**config.mk**
```make
export PLATFORM = sky130hd
export DESIGN_NAME = lutram_bist
export DESIGN_NICKNAME = d
export VERILOG_FILES = /design/src/rtl/lutram_bist_pkg.sv /design/src/rtl/lutram_bist_mem.sv /design/src/rtl/lutram_bist.sv
export SDC_FILE = /design/constraint.sdc
export NUM_CORES = 1
export LEC_CHECK = 0
export ABC_AREA = 1
export CAP_MARGIN = 20
export CORE_AREA = 8 8 117 162
export CTS_CLUSTER_SIZE = 10
export DETAILED_ROUTE_END_ITERATION = 12
export DIE_AREA = 0 0 125 170
export GPL_TIMING_DRIVEN = 0
export PLACE_DENSITY = 0.75
export SYNTH_ARGS = -nofsm -noshare
export SYNTH_HDL_FRONTEND = slang
export SYNTH_SLANG_ARGS = --single-unit
export TNS_END_PERCENT = 100
```
**constraint.sdc**
```tcl
create_clock -name clk_i -period 6.2 [get_ports clk_i]
set_input_delay 1.24 -clock clk_i [delete_from_list [all_inputs] [get_ports clk_i]]
set_output_delay 1.24 -clock clk_i [all_outputs]
set_load 0.005 [all_outputs]
```
**src/rtl/lutram_bist_pkg.sv**
```systemverilog
// Shared state encoding, pattern-mode constants and the expected-data function
// used by the distributed-RAM built-in self test.
package lutram_bist_pkg;

  typedef enum logic [2:0] {
    IDLE  = 3'd0,
    CLEAR = 3'd1,
    WRITE = 3'd2,
    READ  = 3'd3,
    DONE  = 3'd4
  } state_e;

  localparam logic [1:0] MODE_CHECKER = 2'd0;
  localparam logic [1:0] MODE_ADDR    = 2'd1;
  localparam logic [1:0] MODE_ONES    = 2'd2;
  localparam logic [1:0] MODE_NADDR   = 2'd3;

  // Result is 8 bits wide; callers truncate on the MSB side to their data width.
  function automatic logic [7:0] pattern(input logic [1:0] mode, input logic [7:0] addr);
    logic [7:0] res;
    case (mode)
      MODE_CHECKER: res = {8{addr[0]}};
      MODE_ADDR:    res = addr;
      MODE_ONES:    res = 8'hFF;
      default:      res = ~addr;
    endcase
    return res;
  endfunction

endpackage

```
**src/rtl/lutram_bist_mem.sv**
```systemverilog
// Distributed RAM under test: synchronous write, asynchronous read.
module lutram_bist_mem
  import lutram_bist_pkg::*;
#(
  parameter int A_WIDTH = 7,
  parameter int D_WIDTH = 1
) (
  input  logic               clk_i,
  input  logic               we_i,
  input  logic [A_WIDTH-1:0] addr_i,
  input  logic [D_WIDTH-1:0] d_i,
  output logic [D_WIDTH-1:0] q_o
);

  (* ram_style = "distributed" *) logic [D_WIDTH-1:0] mem_q [2**A_WIDTH];

  always_ff @(posedge clk_i) begin
    if (we_i) mem_q[addr_i] <= d_i;
  end

  assign q_o = mem_q[addr_i];

endmodule

```
**src/rtl/lutram_bist.sv**
```systemverilog
// Self-checking LUTRAM test: clears the array, writes a selectable pattern,
// reads it back and reports pass/fail, a saturating error count and first bad address.
module lutram_bist
  import lutram_bist_pkg::*;
#(
  parameter int          A_WIDTH         = 7,
  parameter int          D_WIDTH         = 1,
  parameter logic [31:0] DIV_COUNTER_END = 32'h00FF_FFFF,
  parameter int          E_WIDTH         = 16
) (
  input  logic               clk_i,
  input  logic               rst_ni,
  input  logic               start_i,
  input  logic [1:0]         mode_i,
  input  logic               fault_i,
  output logic [D_WIDTH-1:0] q_o,
  output logic               busy_o,
  output logic               done_o,
  output logic               pass_o,
  output logic [E_WIDTH-1:0] err_cnt_o,
  output logic [A_WIDTH-1:0] err_addr_o
);

  localparam logic [A_WIDTH-1:0] ADDR_MAX = '1;

  state_e             state_q, state_d;
  logic [A_WIDTH-1:0] addr_q, addr_d;
  logic [31:0]        div_q;
  logic               tick_q;
  logic [E_WIDTH-1:0] err_cnt_q, err_cnt_d;
  logic [A_WIDTH-1:0] err_addr_q, err_addr_d;
  logic               first_q, first_d;
  logic [1:0]         mode_q, mode_d;
  logic               we;
  logic [D_WIDTH-1:0] wdata;
  logic [D_WIDTH-1:0] exp_data;
  logic [D_WIDTH-1:0] rdata;

  // Step pacing: one-clock tick every DIV_COUNTER_END+1 clocks.
  always_ff @(posedge clk_i or negedge rst_ni) begin
    if (!rst_ni) begin
      div_q  <= 32'd0;
      tick_q <= 1'b0;
    end else if (div_q >= DIV_COUNTER_END) begin
      div_q  <= 32'd0;
      tick_q <= 1'b1;
    end else begin
      div_q  <= div_q + 32'd1;
      tick_q <= 1'b0;
    end
  end

  assign exp_data = D_WIDTH'(pattern(mode_q, 8'(addr_q)));

  always_comb begin
    state_d    = state_q;
    addr_d     = addr_q;
    err_cnt_d  = err_cnt_q;
    err_addr_d = err_addr_q;
    first_d    = first_q;
    mode_d     = mode_q;
    we         = 1'b0;
    wdata      = '0;
    case (state_q)
      IDLE, DONE: begin
        if (tick_q && start_i) begin
          mode_d     = mode_i;
          err_cnt_d  = '0;
          err_addr_d = '0;
          first_d    = 1'b0;
          addr_d     = '0;
          state_d    = CLEAR;
        end
      end
      CLEAR: begin
        we = 1'b1;
        if (tick_q) begin
          addr_d = addr_q + A_WIDTH'(1);
          if (addr_q == ADDR_MAX) state_d = WRITE;
        end
      end
      WRITE: begin
        we    = 1'b1;
        wdata = exp_data ^ D_WIDTH'(fault_i);
        if (tick_q) begin
          addr_d = addr_q + A_WIDTH'(1);
          if (addr_q == ADDR_MAX) state_d = READ;
        end
      end
      READ: begin
        if (tick_q) begin
          // Read is asynchronous, so the data for addr_q is valid in this clock.
          if (rdata != exp_data) begin
            if (err_cnt_q != '1) err_cnt_d = err_cnt_q + E_WIDTH'(1);
            if (!first_q) begin
              err_addr_d = addr_q;
              first_d    = 1'b1;
            end
          end
          addr_d = addr_q + A_WIDTH'(1);
          if (addr_q == ADDR_MAX) state_d = DONE;
        end
      end
      default: state_d = IDLE;
    endcase
  end

  always_ff @(posedge clk_i or negedge rst_ni) begin
    if (!rst_ni) begin
      state_q    <= IDLE;
      addr_q     <= '0;
      err_cnt_q  <= '0;
      err_addr_q <= '0;
      first_q    <= 1'b0;
      mode_q     <= 2'd0;
    end else begin
      state_q    <= state_d;
      addr_q     <= addr_d;
      err_cnt_q  <= err_cnt_d;
      err_addr_q <= err_addr_d;
      first_q    <= first_d;
      mode_q     <= mode_d;
    end
  end

`ifdef YOSYS
  (* keep *)
`endif
  lutram_bist_mem #(
    .A_WIDTH(A_WIDTH),
    .D_WIDTH(D_WIDTH)
  ) u_mem (
    .clk_i (clk_i),
    .we_i  (we & tick_q),
    .addr_i(addr_q),
    .d_i   (wdata),
    .q_o   (rdata)
  );

  assign q_o        = rdata;
  assign busy_o     = (state_q == CLEAR) || (state_q == WRITE) || (state_q == READ);
  assign done_o     = (state_q == DONE);
  assign pass_o     = done_o && (err_cnt_q == '0);
  assign err_cnt_o  = err_cnt_q;
  assign err_addr_o = err_addr_q;

endmodule

```
==> flow_metrics.env, run 1 <==
export IMPL_cts_resized=0
export IMPL_fmax_mhz=236.3
export IMPL_synthTopCellsByArea="edfxtp_1 (40%), dfrtp_1 (18%), nand2_1 (11%)"
export IMPL_grtUsageTotal=0.2198
export IMPL_cpMaxStageDelayCell="clkbuf_1"
export IMPL_seq_area_frac_synth=0.5739
export IMPL_hold_class="flip-flop to flip-flop"
export IMPL_diodes=0
export IMPL_initial_core_util=0.5870
export IMPL_num_io_pins=33
export IMPL_cts_sinks=197
export IMPL_pwr_share_comb=0.321
export IMPL_outcome="finished clean"
export IMPL_cts_buffers=17
export IMPL_tightest_slew_ns=0.8714
export IMPL_root_buffer="clkbuf_16"
export IMPL_drt_wl_total_um=22700
export IMPL_cellPowerDensity_nw_per_um2=363.0
export IMPL_critical_path_cell_chain="clkbuf_1, nand2_1, nand3_1, nand2_1, nor2_1, nor2_1, nor2_1, nand2_1, nand2_1, nand2_1, inv_1, nand2_1, clkdlybuf4s50_1"
export IMPL_r2r_end="err_addr_o[2]"
export IMPL_antenna_found_initial=0
export IMPL_gr_total_overflow=0
export IMPL_ys_warn_count=0
export IMPL_p_int_uw=2463
export IMPL_path_clk_slew_ns=0.07
export IMPL_cp_max_fo=10
export IMPL_p_leak_uw=0.004704
export IMPL_fin_skew_ns=0.01122
export IMPL_yosysUniqueCellTypes=35
export IMPL_dieHeight_um=170
export IMPL_critPathCaptureType="primary output"
export IMPL_synth_cells=1151
export IMPL_p_sw_frac=0.3813
export IMPL_rr_startpoint="addr_q[0]"
export IMPL_portBuffers=32
export IMPL_grt_max_degree=70
export IMPL_final_cells=1427
export IMPL_vias=7717
export IMPL_cpPeakStageDelay_ns=0.64
export IMPL_clockBufferDepth=2
export IMPL_min_period_ns=4.232
export IMPL_hold_buffers=0
export IMPL_postCtsSetupRepairBufs=0
export IMPL_drive_gt1_frac=0.05065
export IMPL_die_w_um=125
export IMPL_seqPwrFrac=0.397
export IMPL_wl_per_cell_um=15.90
export IMPL_final_core_utilization=0.6631
export IMPL_arrival_ns=2.99
export IMPL_crit_start="addr_q[0]"
export IMPL_timing_hold_ws_ns=0.4785
export IMPL_tritoncts="built"
export IMPL_ys_ff_latch=197
export IMPL_clk_latency_ns=0.44
export IMPL_crit_path_end="q_o"
export IMPL_finalCritPeriodShare=0.6826
export IMPL_syn2layout_area_growth_pct=12.95
export IMPL_core_area_sq_um=16540
export IMPL_rsz0062_at_grt="no"
export IMPL_yosys_area_top_type="edfxtp_1"
export IMPL_cp_depth=13
export IMPL_dieArea_sq_um=21250
export IMPL_syn_area_sq_um=9707
export IMPL_dpl_cell_count=1395
export IMPL_ant_nets=0
export IMPL_yosysTopAreaCellShare=0.3960
export IMPL_stdcell_area_sq_um=10960
export IMPL_fin_nets=1221
export IMPL_ir_drop_uv=223.8
export IMPL_worst_setup_path_start_kind="flip-flop"
export IMPL_finalHoldViolCount=0
export IMPL_pwr_share_clk=0.282
export IMPL_grt_pass1_wl_um=36650
export IMPL_post_route_drc_count=0
export IMPL_r2r_slack_ns=3.32
export IMPL_gp_congestion=0.8899
export IMPL_setup_viol=0
export IMPL_synth_area_per_cell_sq_um=8.433
export IMPL_viasPerCell=5.408
export IMPL_worstSetupPathType="flip-flop to primary output"
export IMPL_drt_initial_drc_count=686
export IMPL_maxCapViolCount=0
export IMPL_placementRows=56
export IMPL_placed_area_sq_um=10350
export IMPL_reg2reg_depth=16
export IMPL_crit_buf_inv=3
export IMPL_htreeDepth=4
export IMPL_hpwl_um=15220
export IMPL_relSlewSlack=0.4169
export IMPL_p_switching_uw=1518
export IMPL_slew_violations=0
export IMPL_grt_pass1_vias=7525
export IMPL_required_ns=4.96
export IMPL_crit_path_frequent_cell="nand2_1"
export IMPL_drt_pass1_iter_count=5
export IMPL_cp_top_family="buffers and inverters"
-- state kept, by name (all words and copies together), names as in the netlist --
register	flops
div_q	32
err_cnt_o	16
state_q	3
err_addr_o	7
first_q	1
mode_q	2
tick_q	1
u_mem.mem_q	128
addr_q	7
-- logic make-up (layout without fill, tap and decap cells) --
kind of cell             Yosys count  after routing  share of synthesized area
AO/OA/AOI/OAI                     41             41                    0.02372
XOR/XNOR                          23             23                    0.02075
adder cells (fa/ha/maj)            4              4                   0.005156
buffers and inverters            203            269                    0.08198
flip-flops                       197            197                     0.5739
other                              1              8                  0.0003863
AND/OR/NAND/NOR                  682            682                     0.2941
-- final cells by class --
cell class	instances	area, sq um
multi-input cells	758	3374
clock buffers	17	425.4
inverters	167	626.9
flip-flops and latches	197	5570
well taps	203	254.0
fillers	1396	5572
repair buffers	34	357.8
clock inverters	15	186.4
plain buffers	36	168.9
-- cells in the final DEF, fill, tap and decap left out, drive strengths merged --
cell and instances:
and3 1, xnor2 6, nor4 7, inv 173
xor2 17, o21ai 21, nor3 17, o21bai 2
buf 19, a31oi 5, clkinvlp 1, nand3b 2
nand3 84, clkinv 7, a211oi 2, clkbuf 37
o31ai 1, o211ai 1, edfxtp 128, nand2 295
nor2 240, nand4 28, or2 1, ha 4
dfrtp 69, a2111oi 1, clkdlybuf4s50 31, a21oi 8
bufinv 1, nor3b 7, conb 8
-- power groups by stage --
stage          Combinational [uW]  Clock [uW]  Sequential [uW]
5_1_grt                      1410        1170             1590
4_1_cts                      1270        1130             1580
3_5_place_dp                 1260           0             1610
6_report                     1280        1120             1580
3_3_place_gp                 1220           0             1630
2_1_floorplan                 794           0             1610
-- worst min path at each step --
stage,start,endpoint,slack [ns],cells after the start
final,div_q[0],div_q[0],0.48,1
after global routing,div_q[0],div_q[0],0.50,1
after CTS,err_addr_o[3],err_addr_o[3],0.49,2
after detailed placement,err_addr_o[3],err_addr_o[3],0.47,2
after global placement,div_q[0],div_q[0],0.46,1
after floorplan,div_q[0],div_q[0],0.43,1
-- metrics by stage --
stage               setup WS [ns]  power [uW]  TNS (ns)
global route                1.705        4171         0
detailed placement          2.446        2871         0
CTS                         1.964        3984         0
global placement           -1.430        2850   -182.54
floorplan                   1.035        2408         0
finish                      1.968        3980         0
-- metal layers --
layer	wire length, um	GRT usage	up-vias	share of wire
met5	0	0	-	0
met1	8610	0.2269	3632	0.38
met4	949	0.1328	0	0.042
li1	-	-	3764	-
met3	1137	0.03821	76	0.050
met2	12000	0.4096	245	0.53
-- synth_stat cells --
cell type	instances
clkbuf_1	20
a2111oi_0	1
nor3_1	17
a211oi_1	2
or2_2	1
nor4_1	7
nand4_1	28
nand3_1	82
nor2_4	2
nand3b_1	2
inv_1	162
dfrtp_1	69
nor2_1	237
and3_1	1
buf_2	12
conb_1	1
nand2_1	295
clkinv_1	1
a31oi_1	5
o211ai_1	1
xor2_1	17
xnor2_1	6
o21bai_1	2
inv_2	4
buf_4	3
edfxtp_1	128
o21ai_1	6
o21ai_0	15
nor3b_1	7
buf_6	1
a21oi_1	8
nor2_2	1
ha_1	4
nand3_4	2
o31ai_1	1
-- worst register-to-register path, cell delays in order (launching register included) --
cell	delay, ns
dfrtp_1	0.42
clkbuf_1	0.64
nand2_1	0.14
nand3_1	0.14
nand2_1	0.06
nor2_1	0.17
nor2_1	0.06
nor2_1	0.10
nand2_1	0.05
nand2_1	0.05
nand2_1	0.12
nor2_1	0.14
nand2_1	0.09
nand3_4	0.14
nand3_1	0.23
nand2_1	0.16
nand2_1	0.07
(Power assumes the default switching activity.)
==> run 2: changes to the inputs <==
--- a/config.mk
+++ b/config.mk
@@ -7,12 +7,12 @@
 export LEC_CHECK = 0
 export ABC_AREA = 1
 export CAP_MARGIN = 20
-export CORE_AREA = 8 8 117 162
+export CORE_AREA = 8 8 121 167
 export CTS_CLUSTER_SIZE = 10
 export DETAILED_ROUTE_END_ITERATION = 12
-export DIE_AREA = 0 0 125 170
+export DIE_AREA = 0 0 129 175
 export GPL_TIMING_DRIVEN = 0
-export PLACE_DENSITY = 0.75
+export PLACE_DENSITY = 0.74
 export SYNTH_ARGS = -nofsm -noshare
 export SYNTH_HDL_FRONTEND = slang
 export SYNTH_SLANG_ARGS = --single-unit
==> constraint.sdc (replaced) <==
create_clock -name clk_i -period 3.8 [get_ports clk_i]
set_input_delay 0.76 -clock clk_i [delete_from_list [all_inputs] [get_ports clk_i]]
set_output_delay 0.76 -clock clk_i [all_outputs]
set_load 0.005 [all_outputs]
==> flow_metrics.env, run 2 (synthesized netlist as in run 1, its figures left out) <==
export IMPL_relSlewSlack=0.3714
export IMPL_cellPowerDensity_nw_per_um2=591.7
export IMPL_num_io_pins=33
export IMPL_vias=7769
export IMPL_placed_area_sq_um=10400
export IMPL_hpwl_um=15630
export IMPL_wl_per_cell_um=15.67
export IMPL_r2r_slack_ns=0.90
export IMPL_drt_wl_total_um=22980
export IMPL_worstSetupPathType="flip-flop to primary output"
export IMPL_fin_nets=1224
export IMPL_outcome="finished clean"
export IMPL_r2r_end="u_mem.mem_q[40]"
export IMPL_regMostFlops="u_mem.mem_q"
export IMPL_hold_class="input port to asynchronous set/reset pin"
export IMPL_largest_reg_flops=128
export IMPL_worst_setup_path_start_kind="flip-flop"
export IMPL_core_area_sq_um=17780
export IMPL_portBuffers=32
export IMPL_arrival_ns=2.87
export IMPL_dieHeight_um=175
export IMPL_min_period_ns=3.634
export IMPL_critPathCaptureType="primary output"
export IMPL_p_leak_uw=0.004745
export IMPL_hold_buffers=0
export IMPL_required_ns=3.04
export IMPL_syn2layout_area_growth_pct=13.84
export IMPL_finalHoldViolCount=0
export IMPL_grt_pass1_vias=7494
export IMPL_clk_latency_ns=0.44
export IMPL_cts_buffers=17
export IMPL_antenna_found_initial=0
export IMPL_drt_initial_drc_count=786
export IMPL_dieArea_sq_um=22580
export IMPL_grtUsageTotal=0.2116
export IMPL_finalPower_uw=6539
export IMPL_viasPerCell=5.296
export IMPL_finalCritPeriodShare=0.9564
export IMPL_diodes=0
export IMPL_initial_core_util=0.5460
export IMPL_tightest_slew_ns=0.9406
export IMPL_maxCapViolCount=0
export IMPL_rsz0062_at_grt="no"
export IMPL_ant_nets=0
export IMPL_drt_pass1_iter_count=5
export IMPL_placementRows=58
export IMPL_drive_gt1_frac=0.06031
export IMPL_htreeDepth=4
export IMPL_tns_ns=0
export IMPL_slew_violations=0
export IMPL_die_w_um=129
export IMPL_gp_congestion=0.8512
export IMPL_final_cell_mix="nand2_1 (294), nor2_1 (236), inv_1 (162)"
export IMPL_fillers=1487
export IMPL_tritoncts="built"
export IMPL_setup_viol=0
export IMPL_final_common_cell="nand2_1"
export IMPL_grt_max_degree=70
export IMPL_ir_drop_uv=345.4
export IMPL_path_clk_slew_ns=0.07
export IMPL_place_ws_ns=0.5086
export IMPL_post_route_drc_count=0
export IMPL_stdcell_area_sq_um=11050
export IMPL_cts_sinks=197
export IMPL_rr_startpoint="addr_q[0]"
export IMPL_clockBufferDepth=2
export IMPL_final_core_utilization=0.6215
export IMPL_fmax_mhz=275.2
export IMPL_fin_skew_ns=0.01244
export IMPL_cp_max_fo=10
export IMPL_layout_setup_ws_ns=0.1658
export IMPL_gr_total_overflow=0
export IMPL_grt_pass1_wl_um=37110
export IMPL_root_buffer="clkbuf_16"
export IMPL_reg2reg_depth=7
==> run 2: cell types whose count changed in the layout (fill, tap and decap cells not counted), sizes merged <==
cell	previous run	this run
buf	19	21
clkbuf	37	38
clkinvlp	1	0
inv	173	174
==> run 2: worst max-delay path by stage <==
| stage | startpoint | end | slack (ns) |
|---|---|---|---|
| 5_1_grt | addr_q[2] | q_o | 0.01 |
| 4_1_cts | addr_q[1] | q_o | 0.03 |
| 2_1_floorplan | addr_q[0] | u_mem.mem_q[0] | 0.25 |
| 3_5_place_dp | addr_q[1] | q_o | 0.51 |
| 6_report | addr_q[2] | q_o | 0.17 |
| 3_3_place_gp | addr_q[0] | u_mem.mem_q[44] | -1.25 |
==> run 2: per-stage QoR <==
stage	hold WS [ns]	cells
2_1_floorplan	0.4329	1158
3_3_place_gp	0.4455	1430
3_5_place_dp	0.4622	1432
4_1_cts	0.4611	1464
5_1_grt	0.4955	1467
6_report	0.4426	1467
==> run 2: repair_timing <==
action	4_1_cts	5_1_grt
setup endpoints to repair	0	1
gates resized for setup	0	18
setup buffers	0	3
endpoints found under the hold margin	0	0
==> run 2: metal layers <==
layer / routed length, um / vias to the layer above / track usage
met5: 0 / - / 0
met4: 1078 / 0 / 0.1111
met3: 1341 / 74 / 0.03691
met2: 12040 / 294 / 0.3800
met1: 8522 / 3634 / 0.2307
li1: - / 3767 / -
==> run 2: final cells by class <==
cell class,instances,area (sq um),share of cell area
flip-flops and latches,197,5572,0.5042
multi-input cells,758,3382,0.3060
inverters,167,626.9,0.05673
clock buffers,17,425.4,0.03850
repair buffers,37,380.4,0.03442
well taps,240,300.3,0.02717
clock inverters,15,183.9,0.01664
plain buffers,36,180.2,0.01630
==> run 2: where the power goes <==
group | leakage [uW] | switching [uW] | internal [uW]
sequential | 0.00211 | 82.7 | 2500
clock | 0.000300 | 889 | 950
combinational | 0.00234 | 1520 | 591
total | 0.00474 | 2490 | 4040
==> run 2: critical path, cell delays in order (launching register included) <==
cell and delay [ns]:
dfrtp_1 0.51, nand2_2 0.17, inv_2 0.16, buf_4 0.25
nand3_1 0.11, nand2_1 0.07, nor2_1 0.04, nor2_1 0.10
nor2_1 0.05, nand2_1 0.05, nand2_1 0.04, nand2_1 0.15
inv_1 0.07, nand2_1 0.13, clkdlybuf4s50_1 0.53
